`src/rtl/processing_unit_pkg.sv`:
```
// rtl/processing_unit_pkg.sv - shared opcode and bus-select codes for the RISC_SPM datapath
package processing_unit_pkg;

  localparam int WORD_SIZE = 8;

  localparam logic [3:0] OP_NOP = 4'b0000;
  localparam logic [3:0] OP_ADD = 4'b0001;
  localparam logic [3:0] OP_SUB = 4'b0010;
  localparam logic [3:0] OP_AND = 4'b0011;
  localparam logic [3:0] OP_NOT = 4'b0100;
  localparam logic [3:0] OP_RD  = 4'b0101;
  localparam logic [3:0] OP_WR  = 4'b0110;
  localparam logic [3:0] OP_BR  = 4'b0111;
  localparam logic [3:0] OP_BRZ = 4'b1000;

  localparam logic [2:0] SEL1_R0 = 3'd0;
  localparam logic [2:0] SEL1_R1 = 3'd1;
  localparam logic [2:0] SEL1_R2 = 3'd2;
  localparam logic [2:0] SEL1_R3 = 3'd3;
  localparam logic [2:0] SEL1_PC = 3'd4;

  localparam logic [1:0] SEL2_ALU  = 2'd0;
  localparam logic [1:0] SEL2_BUS1 = 2'd1;
  localparam logic [1:0] SEL2_MEM  = 2'd2;

endpackage

```
`src/rtl/processing_unit_alu.sv`:
```
// rtl/processing_unit_alu.sv - combinational ALU; data_1 is Y, data_2 is Bus_1
module alu
  import processing_unit_pkg::*;
#(
  parameter int WORD_SIZE = processing_unit_pkg::WORD_SIZE
) (
  input  logic [WORD_SIZE-1:0] data_1,
  input  logic [WORD_SIZE-1:0] data_2,
  input  logic [3:0]           opcode,
  output logic [WORD_SIZE-1:0] alu_out
);

  always_comb begin
    alu_out = '0;
    case (opcode)
      OP_ADD:  alu_out = data_1 + data_2;
      OP_SUB:  alu_out = data_2 - data_1;
      OP_AND:  alu_out = data_1 & data_2;
      OP_NOT:  alu_out = ~data_2;
      default: alu_out = '0;
    endcase
  end

endmodule

```
`src/rtl/processing_unit.sv`:
```
// rtl/processing_unit.sv - RISC_SPM datapath: R0-R3, PC, IR, address, Y, Z, bus muxes and ALU
module processing_unit
  import processing_unit_pkg::*;
#(
  parameter int WORD_SIZE = processing_unit_pkg::WORD_SIZE
) (
  input  logic                 clk,
  input  logic                 rst,
  input  logic                 Load_R0,
  input  logic                 Load_R1,
  input  logic                 Load_R2,
  input  logic                 Load_R3,
  input  logic                 Load_PC,
  input  logic                 Inc_PC,
  input  logic                 Load_IR,
  input  logic                 Load_Add_R,
  input  logic                 Load_Reg_Y,
  input  logic                 Load_Reg_Z,
  input  logic [2:0]           Sel_Bus_1_Mux,
  input  logic [1:0]           Sel_Bus_2_Mux,
  input  logic [WORD_SIZE-1:0] mem_word,
  output logic [WORD_SIZE-1:0] instruction,
  output logic                 Zflag,
  output logic [WORD_SIZE-1:0] address,
  output logic [WORD_SIZE-1:0] Bus_1
);

  logic [WORD_SIZE-1:0] r0, r1, r2, r3, pc, ir, add_r, reg_y;
  logic                 reg_z;
  logic [WORD_SIZE-1:0] bus_2;
  logic [WORD_SIZE-1:0] alu_out;

  always_comb begin
    Bus_1 = '0;
    case (Sel_Bus_1_Mux)
      SEL1_R0: Bus_1 = r0;
      SEL1_R1: Bus_1 = r1;
      SEL1_R2: Bus_1 = r2;
      SEL1_R3: Bus_1 = r3;
      SEL1_PC: Bus_1 = pc;
      default: Bus_1 = '0;
    endcase
  end

  always_comb begin
    bus_2 = '0;
    case (Sel_Bus_2_Mux)
      SEL2_ALU:  bus_2 = alu_out;
      SEL2_BUS1: bus_2 = Bus_1;
      SEL2_MEM:  bus_2 = mem_word;
      default:   bus_2 = '0;
    endcase
  end

  alu #(.WORD_SIZE(WORD_SIZE)) u_alu (
    .data_1  (reg_y),
    .data_2  (Bus_1),
    .opcode  (ir[WORD_SIZE-1 -: 4]),
    .alu_out (alu_out)
  );

  // All loads sample the same pre-edge bus_2, so PC feeding Bus_1 back into PC sees the old value.
  always_ff @(posedge clk or negedge rst) begin
    if (!rst) begin
      r0    <= '0;
      r1    <= '0;
      r2    <= '0;
      r3    <= '0;
      pc    <= '0;
      ir    <= '0;
      add_r <= '0;
      reg_y <= '0;
      reg_z <= 1'b0;
    end else begin
      if (Load_R0)    r0    <= bus_2;
      if (Load_R1)    r1    <= bus_2;
      if (Load_R2)    r2    <= bus_2;
      if (Load_R3)    r3    <= bus_2;
      if (Load_IR)    ir    <= bus_2;
      if (Load_Add_R) add_r <= bus_2;
      if (Load_Reg_Y) reg_y <= bus_2;
      if (Load_Reg_Z) reg_z <= (alu_out == '0);
      if (Load_PC)
        pc <= bus_2;
      else if (Inc_PC)
        pc <= pc + {{(WORD_SIZE-1){1'b0}}, 1'b1};
    end
  end

  assign instruction = ir;
  assign address     = add_r;
  assign Zflag       = reg_z;

endmodule
```
`config.mk`:
```
export PLATFORM = sky130hd
export DESIGN_NAME = processing_unit
export DESIGN_NICKNAME = d
export VERILOG_FILES = /design/src/rtl/processing_unit_pkg.sv /design/src/rtl/processing_unit_alu.sv /design/src/rtl/processing_unit.sv
export SDC_FILE = /design/constraint.sdc
export NUM_CORES = 1
export LEC_CHECK = 0
export CORE_MARGIN = 5
export CORE_UTILIZATION = 45
export DETAILED_ROUTE_END_ITERATION = 6
export HOLD_SLACK_MARGIN = 0.12
export PLACE_DENSITY = 0.73
export SETUP_SLACK_MARGIN = 0.15
export SYNTH_ARGS = -nofsm -noshare
export SYNTH_HDL_FRONTEND = slang
export SYNTH_SLANG_ARGS = --single-unit
```
`constraint.sdc`:
```
create_clock -name clk -period 5.5 [get_ports clk]
set_input_delay 1.375 -clock clk [delete_from_list [all_inputs] [get_ports clk]]
set_output_delay 1.375 -clock clk [all_outputs]
set_load 0.03 [all_outputs]
```
==> results of run 1 <==
==> per-layer routing <==
metal	wire length, microns	vias to the layer above	global-route usage [%]
li1	-	1530	-
met1	4810	1610	30.7
met2	4890	118	33.5
met3	688	15	4.41
met4	176	0	6.34
met5	0	-	0
==> cells by family (layout without fill, tap and decap cells) <==
| group | after synthesis | count (layout) |
|---|---|---|
| adders and majority gates | 11 | 11 |
| muxes | 18 | 18 |
| buffers and inverters | 45 | 95 |
| DFF | 65 | 65 |
| and+or+nand+nor | 125 | 125 |
| xor gates and xnor gates | 17 | 17 |
| AOI/OAI and AO/OA | 126 | 126 |
==> worst min-delay path: stages (launching register included) <==
cell                      delay (ns)
sky130_fd_sc_hd__dfrtp_1        0.34
sky130_fd_sc_hd__nor2_1         0.05
sky130_fd_sc_hd__a21oi_1        0.10
==> cells in the final DEF, fill, tap and decap left out, types with 2 or more instances in the layout <==
| cell | synthesis | routed |
|---|---|---|
| sky130_fd_sc_hd__a22oi_1 | 11 | 11 |
| sky130_fd_sc_hd__ha_1 | 10 | 10 |
| sky130_fd_sc_hd__mux2i_1 | 9 | 9 |
| sky130_fd_sc_hd__o22a_1 | 4 | 4 |
| sky130_fd_sc_hd__clkbuf_8 | 0 | 12 |
| sky130_fd_sc_hd__o211ai_1 | 3 | 3 |
| sky130_fd_sc_hd__nor2b_1 | 4 | 4 |
| sky130_fd_sc_hd__a31oi_1 | 3 | 3 |
| sky130_fd_sc_hd__xnor2_1 | 12 | 12 |
| sky130_fd_sc_hd__nor3b_1 | 3 | 3 |
| sky130_fd_sc_hd__nor2_1 | 74 | 74 |
| sky130_fd_sc_hd__a21o_1 | 3 | 3 |
| sky130_fd_sc_hd__dfrtp_1 | 65 | 65 |
| sky130_fd_sc_hd__o32ai_1 | 2 | 2 |
| sky130_fd_sc_hd__a21oi_4 | 2 | 2 |
| sky130_fd_sc_hd__a21oi_1 | 76 | 76 |
| sky130_fd_sc_hd__nand3_1 | 7 | 7 |
| sky130_fd_sc_hd__nor3_1 | 4 | 4 |
| sky130_fd_sc_hd__xor2_1 | 5 | 5 |
| sky130_fd_sc_hd__and2_1 | 2 | 2 |
| sky130_fd_sc_hd__a2bb2oi_1 | 4 | 4 |
| sky130_fd_sc_hd__o22ai_1 | 4 | 4 |
| sky130_fd_sc_hd__o22a_2 | 2 | 2 |
| sky130_fd_sc_hd__clkdlybuf4s50_1 | 0 | 48 |
| sky130_fd_sc_hd__inv_1 | 19 | 19 |
| sky130_fd_sc_hd__or3_1 | 2 | 2 |
| sky130_fd_sc_hd__buf_4 | 0 | 12 |
| sky130_fd_sc_hd__o21ai_0 | 2 | 2 |
| sky130_fd_sc_hd__nand2_1 | 11 | 11 |
| sky130_fd_sc_hd__o21ai_2 | 2 | 2 |
| sky130_fd_sc_hd__nand3b_1 | 4 | 4 |
| sky130_fd_sc_hd__nand4_1 | 4 | 4 |
| sky130_fd_sc_hd__o221ai_1 | 2 | 2 |
| sky130_fd_sc_hd__mux2_2 | 9 | 9 |
==> state kept, by name (all words and copies together), names as in the netlist <==
name and count:
reg_y 8, address 8, r1 8, instruction 8, r0 8, Zflag 1, pc 8, r2 8
r3 8
==> metrics by stage <==
stage          setup WS [ns]  std cells
5_1_grt                0.168        562
6_report               0.333        562
2_1_floorplan           1.30        407
3_5_place_dp           0.360        548
3_3_place_gp           0.413        548
4_1_cts                0.342        562
==> worst paths after layout <==
check,start,end,slack (ns)
worst max-delay path,Sel_Bus_1_Mux[0],Bus_1[2],0.33
worst min-delay path,r3[1]$_DFFE_PN0P_,r3[1]$_DFFE_PN0P_,0.53
worst max register to register,instruction[4]$_DFFE_PN0P_,r3[6]$_DFFE_PN0P_,1.97
worst min register to register,r3[1]$_DFFE_PN0P_,r3[1]$_DFFE_PN0P_,0.53
max in group asynchronous,rst,reg_y[4]$_DFFE_PN0P_,3.76
min in group asynchronous,rst,pc[4]$_DFFE_PN0P_,1.21
==> power groups by stage <==
stage	Combinational [mW]	Clock (mW)	Sequential (mW)
final	0.520	0.417	0.609
after floorplan	0.312	0	0.634
after global placement	0.501	0	0.615
after detailed placement	0.512	0	0.615
after global routing	0.568	0.443	0.617
after CTS	0.517	0.420	0.607
==> layout make-up <==
class	instances	area [sq um]
clock buffer	12	165
clock inverter	2	37.5
fill	746	3730
inverter	20	75.1
multi-input combinational	297	1880
sequential	65	1630
tap	105	131
timing repair buffer	61	576
==> reports/metrics.yaml, run 1 <==
setup_path:
  critical_path.n_buffers_inverters: 3
  critPathTopFamily: "buffers and inverters"
  cp_slowest_stage_delay_ns: 0.70
  end_kind: "output pin"
  crit_arrival_ns: 3.79
  path_common_cell: "sky130_fd_sc_hd__clkdlybuf4s50_1"
  critPathKind: "primary input to output pin"
  critical_path_required_ns: 4.12
  path_max_fanout: 7
  critPathSlowestCell: "sky130_fd_sc_hd__clkdlybuf4s50_1"
  cp_num_cells: 6
  critical_path.cell_chain: "clkdlybuf4s50_1, nor2b_1, a22oi_1, o22a_1, inv_1, clkdlybuf4s50_1"
  ff2ff_path_depth: 12
  cp-start-kind: "primary input"
yosys:
  yosys.area_share.adder_pct: 3.83
  ys_seq_elements: 65
  postSynth.asyncResetShare_pct: 100
  synth_sequential_area_ratio_pct: 43.0
  synth_fp_nets: 443
  yosysUniqueCellTypes: 54
  synth_top_flop_cell: "sky130_fd_sc_hd__dfrtp_1"
  synth_warn: 0
  synthMostInstantiatedCell: "sky130_fd_sc_hd__a21oi_1"
  mean_instance_size_in_the_synthesized_netlist_sq_um: 9.30
  synth_edf_count: 0
  largest_family_of_logic_cells_by_synthesized_area: "compound AO/OA/AOI/OAI gates"
  yosys-top-cells-count: "sky130_fd_sc_hd__a21oi_1 (76), sky130_fd_sc_hd__nor2_1 (74), sky130_fd_sc_hd__dfrtp_1 (65)"
  yosys.area_share.xor_xnor_pct: 3.93
  netlist_area_sq_um: 3790
  synth.top_cells.by_area: "sky130_fd_sc_hd__dfrtp_1 (43%), sky130_fd_sc_hd__a21oi_1 (10%), sky130_fd_sc_hd__nor2_1 (7.3%), sky130_fd_sc_hd__ha_1 (3.3%), sky130_fd_sc_hd__xnor2_1 (2.8%)"
  synthesized_area_fraction_occupied_by_ao_oa_aoi_and_oai_cells_pct: 21.0
  synth.area.mux_share_pct: 5.06
  synthesized_area_fraction_occupied_by_and_or_nand_nor_cells_pct: 15.8
  yosys.area.top_type_share_pct: 43.0
  synth_top_cell_by_area: "sky130_fd_sc_hd__dfrtp_1"
  synthCells: 407
floorplan:
  rows: 33
  chipWidth_microns: 102
  initial_core_util_pct: 46.1
  die_height_microns: 102
  io_pins: 50
  floorplan_core_area_sq_um: 8220
  dieArea_sq_um: 10300
job:
  reported_max_cap_violation_count: 0
placement:
  routabilityCongestion: 0.977
  numPortBuffers: 49
  placement.cell_area_sq_um: 4290
  post-dp-hpwl_microns: 7610
layout:
  area_delta_synth_final_pct: 18.6
  drive_gt1_share_pct: 10.9
  final_util_pct: 54.6
  fin_nets: 490
  stdcell_area_sq_um: 4490
  num_antenna_cells: 0
sta:
  period_needed_ns: 5.17
  worst_clk_skew_ns: 0.00936
  worst_pin_slew_ns: 1.00
  finalSetupTns_ns: 0
  setup_repair_after_global_routing_missed_its_margin: "false"
  whs_ns: 0.527
  final_hold_viol_count: 0
  maxSlewHeadroom_pct: 32.5
  highest_clock_rate_ghz: 0.194
  report.final.slew_viol_count: 0
  finalSetupViolations: 0
  final.period_utilization_pct: 93.9
global_route:
  grt_first_pass_wirelength_microns: 17000
  grt_use_total_pct: 21.6
  pin_count_of_the_biggest_net_entering_global_routing: 66
  antenna_found_initial: 0
  first_global_vias: 3124
  global_route.overflow_total: 0
power_and_ir_drop:
  combinational_power_share_pct: 33.7
  finalPower_mw: 1.55
  static-leakage-power_nw: 1.93
  power.sequential.fraction_pct: 39.4
  clockPowerShare_pct: 27.0
  power_density_nw_per_um2: 344
  p_sw_share_pct: 34.8
  switchingPower_mw: 0.538
  max-vdd-ir-drop_uv: 167
  power.internal_mw: 1.01
routing:
  route.detailed.drc: 0
  detail_route.wl_per_cell_microns: 18.8
  antenna_left: 0
  vias_per_cell: 5.82
  firstDrtPassIters: 5
  vias: 3273
  wirelength_microns: 10600
  first_iter_violations: 321
worst_hold_path:
  timing.hold.worst_path_depth: 2
  hp-class: "register to register"
clock_tree:
  clkTransAtPathRegs_ns: 0.06
  cts_max_level: 3
  clockBufferDepth: 2
  clock_latency_ns: 0.34
  cts.root.buffer_cell: "sky130_fd_sc_hd__clkbuf_8"
  cts_made_buffers: 9
  cts_tree: "done"
  cts-resized-gates: 0
  clkSinkCount: 65
  cts_hold_buf: 0
  post_cts_setup_buffers: 0
outcome:
  outcome: "complete, no violations"
No activity file was read; power rests on OpenSTA's default activity.
==> run 2, diff against run 1 <==
--- a/config.mk
+++ b/config.mk
@@ -5,7 +5,7 @@
 export SDC_FILE = /design/constraint.sdc
 export NUM_CORES = 1
 export LEC_CHECK = 0
-export CORE_MARGIN = 5
+export CORE_MARGIN = 2
 export CORE_UTILIZATION = 45
 export DETAILED_ROUTE_END_ITERATION = 6
 export HOLD_SLACK_MARGIN = 0.12
==> run 2 against run 1 <==
Via count decreased by 1.6%. Maximum frequency increased by 0.64%. First-iteration DRC count decreased by 39%. Critical path depth unchanged. Sequential power about the same. Non-clock buffer count decreased by 1. Largest cell class unchanged.
==> reports/metrics.yaml, run 2 (same netlist as run 1, synthesis figures left out) <==
outcome:
  outcome: "complete, no violations"
global_route:
  global_route.overflow_total: 0  # unchanged
  grt_util_met2_pct: 36.1  # +2.6 points
  antenna_found_initial: 0  # unchanged
  global_route.peak_usage_layer: "met2"
  grt_use_total_pct: 23.2  # +1.6 points
  global_route.usage.met3_pct: 5.87  # +1.5 points
  pin_count_of_the_biggest_net_entering_global_routing: 66  # unchanged
  first_global_vias: 3145  # +0.67%
  met1_usage_pct: 31.5  # +0.81 points
  grt_first_pass_wirelength_microns: 15700  # -7.9%
floorplan:
  rows: 33  # unchanged
  die_height_microns: 95.7  # -5.9%
  initial_core_util_pct: 46.3  # +0.23 points
  dieArea_sq_um: 9160  # -11%
  chipWidth_microns: 95.7  # -5.9%
  io_pins: 50  # unchanged
  floorplan_core_area_sq_um: 8180  # -0.50%
placement:
  post-dp-hpwl_microns: 7020  # -7.8%
  placement.cell_area_sq_um: 4280  # -0.18%
  place_ws_ns: 0.398  # +0.0386 ns
  numPortBuffers: 49  # unchanged
  routabilityCongestion: 0.916  # -6.2%
setup_path:
  critPathSlowestCell: "sky130_fd_sc_hd__clkdlybuf4s50_1"
  crit_arrival_ns: 3.76  # -0.03 ns
  critical_path.cell_chain: "clkdlybuf4s50_1, nor2b_1, a22oi_1, o22a_1, inv_1, clkdlybuf4s50_1"
  path_common_cell: "sky130_fd_sc_hd__clkdlybuf4s50_1"
  critical_path_required_ns: 4.12  # about the same
  critPathKind: "primary input to output pin"
  cp_slowest_stage_delay_ns: 0.72  # +0.02 ns
  path_max_fanout: 13  # +6
  cp-start-kind: "primary input"
  end_kind: "output pin"
clock_tree:
  clock_latency_ns: 0.35  # about the same
  cts.root.buffer_cell: "sky130_fd_sc_hd__clkbuf_8"
  cts_made_buffers: 9  # unchanged
  cts-resized-gates: 0  # unchanged
  clkSinkCount: 65  # unchanged
  cts_hold_buf: 0  # unchanged
  clkTransAtPathRegs_ns: 0.07  # about the same
  clockBufferDepth: 2  # unchanged
  post_cts_setup_buffers: 0  # unchanged
  cts_tree: "done"
  cts_max_level: 3  # unchanged
power_and_ir_drop:
  max-vdd-ir-drop_uv: 180  # +8.0%
  power_density_nw_per_um2: 360  # +4.7%
  finalPower_mw: 1.64  # +5.9%
  static-leakage-power_nw: 1.95  # +1.3%
sta:
  highest_clock_rate_ghz: 0.195  # +0.64%
  layout_setup_ws_ns: 0.366  # +0.0329 ns
  period_needed_ns: 5.13  # -0.0329 ns
  finalSetupViolations: 0  # unchanged
  final.period_utilization_pct: 93.3  # -0.60 points
  final_hold_viol_count: 0  # unchanged
  finalSetupTns_ns: 0  # unchanged
  setup_repair_after_global_routing_missed_its_margin: "false"
  worst_clk_skew_ns: 0.0109  # +0.00154 ns
  maxSlewHeadroom_pct: 38.8  # +6.3 points
  worst_pin_slew_ns: 0.911  # -0.0932 ns
  report.final.slew_viol_count: 0  # unchanged
routing:
  first_iter_violations: 197  # -39%
  antenna_left: 0  # unchanged
  detail_route.wl_per_cell_microns: 17.5  # -7.1%
  vias_per_cell: 5.72  # -1.8%
  vias: 3219  # -1.6%
  firstDrtPassIters: 4  # -1
  wirelength_microns: 9830  # -6.9%
  route.detailed.drc: 0  # unchanged
layout:
  num_antenna_cells: 0  # unchanged
  layout.cells.most_common_list: "sky130_fd_sc_hd__a21oi_1 (76), sky130_fd_sc_hd__nor2_1 (74), sky130_fd_sc_hd__dfrtp_1 (65), sky130_fd_sc_hd__clkdlybuf4s50_1 (48), sky130_fd_sc_hd__inv_1 (19)"
  drive_gt1_share_pct: 11.1  # +0.19 points
  most_frequent_standard_cell_in_the_layout_excluding_fill_and_tap_cells: "sky130_fd_sc_hd__a21oi_1"
  area_delta_synth_final_pct: 20.0
  stdcell_area_sq_um: 4540  # +1.2%
  fin_nets: 489  # -0.20%
  num-fill-cells: 742  # -0.54%
worst_hold_path:
  hp-class: "register to register"
job:
  reported_max_cap_violation_count: 0  # unchanged
==> run 2: cell count changes in the layout (fill, tap and decap cells not counted), sizes merged <==
| cell | previous run | this run |
|---|---|---|
| bufinv | 1 | 3 |
| buf | 13 | 12 |
==> run 2: layer usage <==
layer	vias to the layer above	wire length, microns
met1	1545	4390
met3	20	715
li1	1529	-
met2	125	4520
met5	-	0
met4	0	214
==> run 2: stage by stage <==
step / util [%] / hold WS (ns) / cells
CTS: 55.6 / 0.538 / 563
detailed placement: 52.3 / 0.516 / 547
global placement: 52.3 / 0.510 / 547
floorplan: - / 0.487 / 407
finish: 55.6 / 0.536 / 563
global route: 55.6 / 0.564 / 563
==> run 2: critical path, delay by kind of cell <==
family | cells | cell delay, ns
AOI/OAI and AO/OA | 2 | 0.48
and+or+nand+nor | 1 | 0.41
buffers and inverters | 3 | 1.49
==> run 2: report_power, final <==
part	leakage (nW)	internal, mW	switching, mW
clock network	0.129	0.338	0.182
registers	0.779	0.545	0.0634
logic	1.04	0.219	0.289
total	1.95	1.10	0.535
==> run 2: layout make-up <==
class / instances / area (sq um) / area share [%]
inverter: 20 / 75.1 / 1.65
clock inverter: 4 / 97.6 / 2.15
tap: 105 / 131 / 2.89
clock buffer: 12 / 165 / 3.64
timing repair buffer: 60 / 568 / 12.5
sequential: 65 / 1630 / 35.8
multi-input combinational: 297 / 1880 / 41.3
==> run 2: final timing paths <==
kind,start,to,slack (ns),cells past startpoint
min,r1[7]$_DFFE_PN0P_,r1[7]$_DFFE_PN0P_,0.54,2
min reg2reg,r1[7]$_DFFE_PN0P_,r1[7]$_DFFE_PN0P_,0.54,2
min in group asynchronous,rst,r3[1]$_DFFE_PN0P_,1.21,2
max in group asynchronous,rst,reg_y[0]$_DFFE_PN0P_,3.76,2
max reg2reg,instruction[4]$_DFFE_PN0P_,r2[5]$_DFFE_PN0P_,2.03,12
max,Sel_Bus_1_Mux[2],Bus_1[7],0.37,6
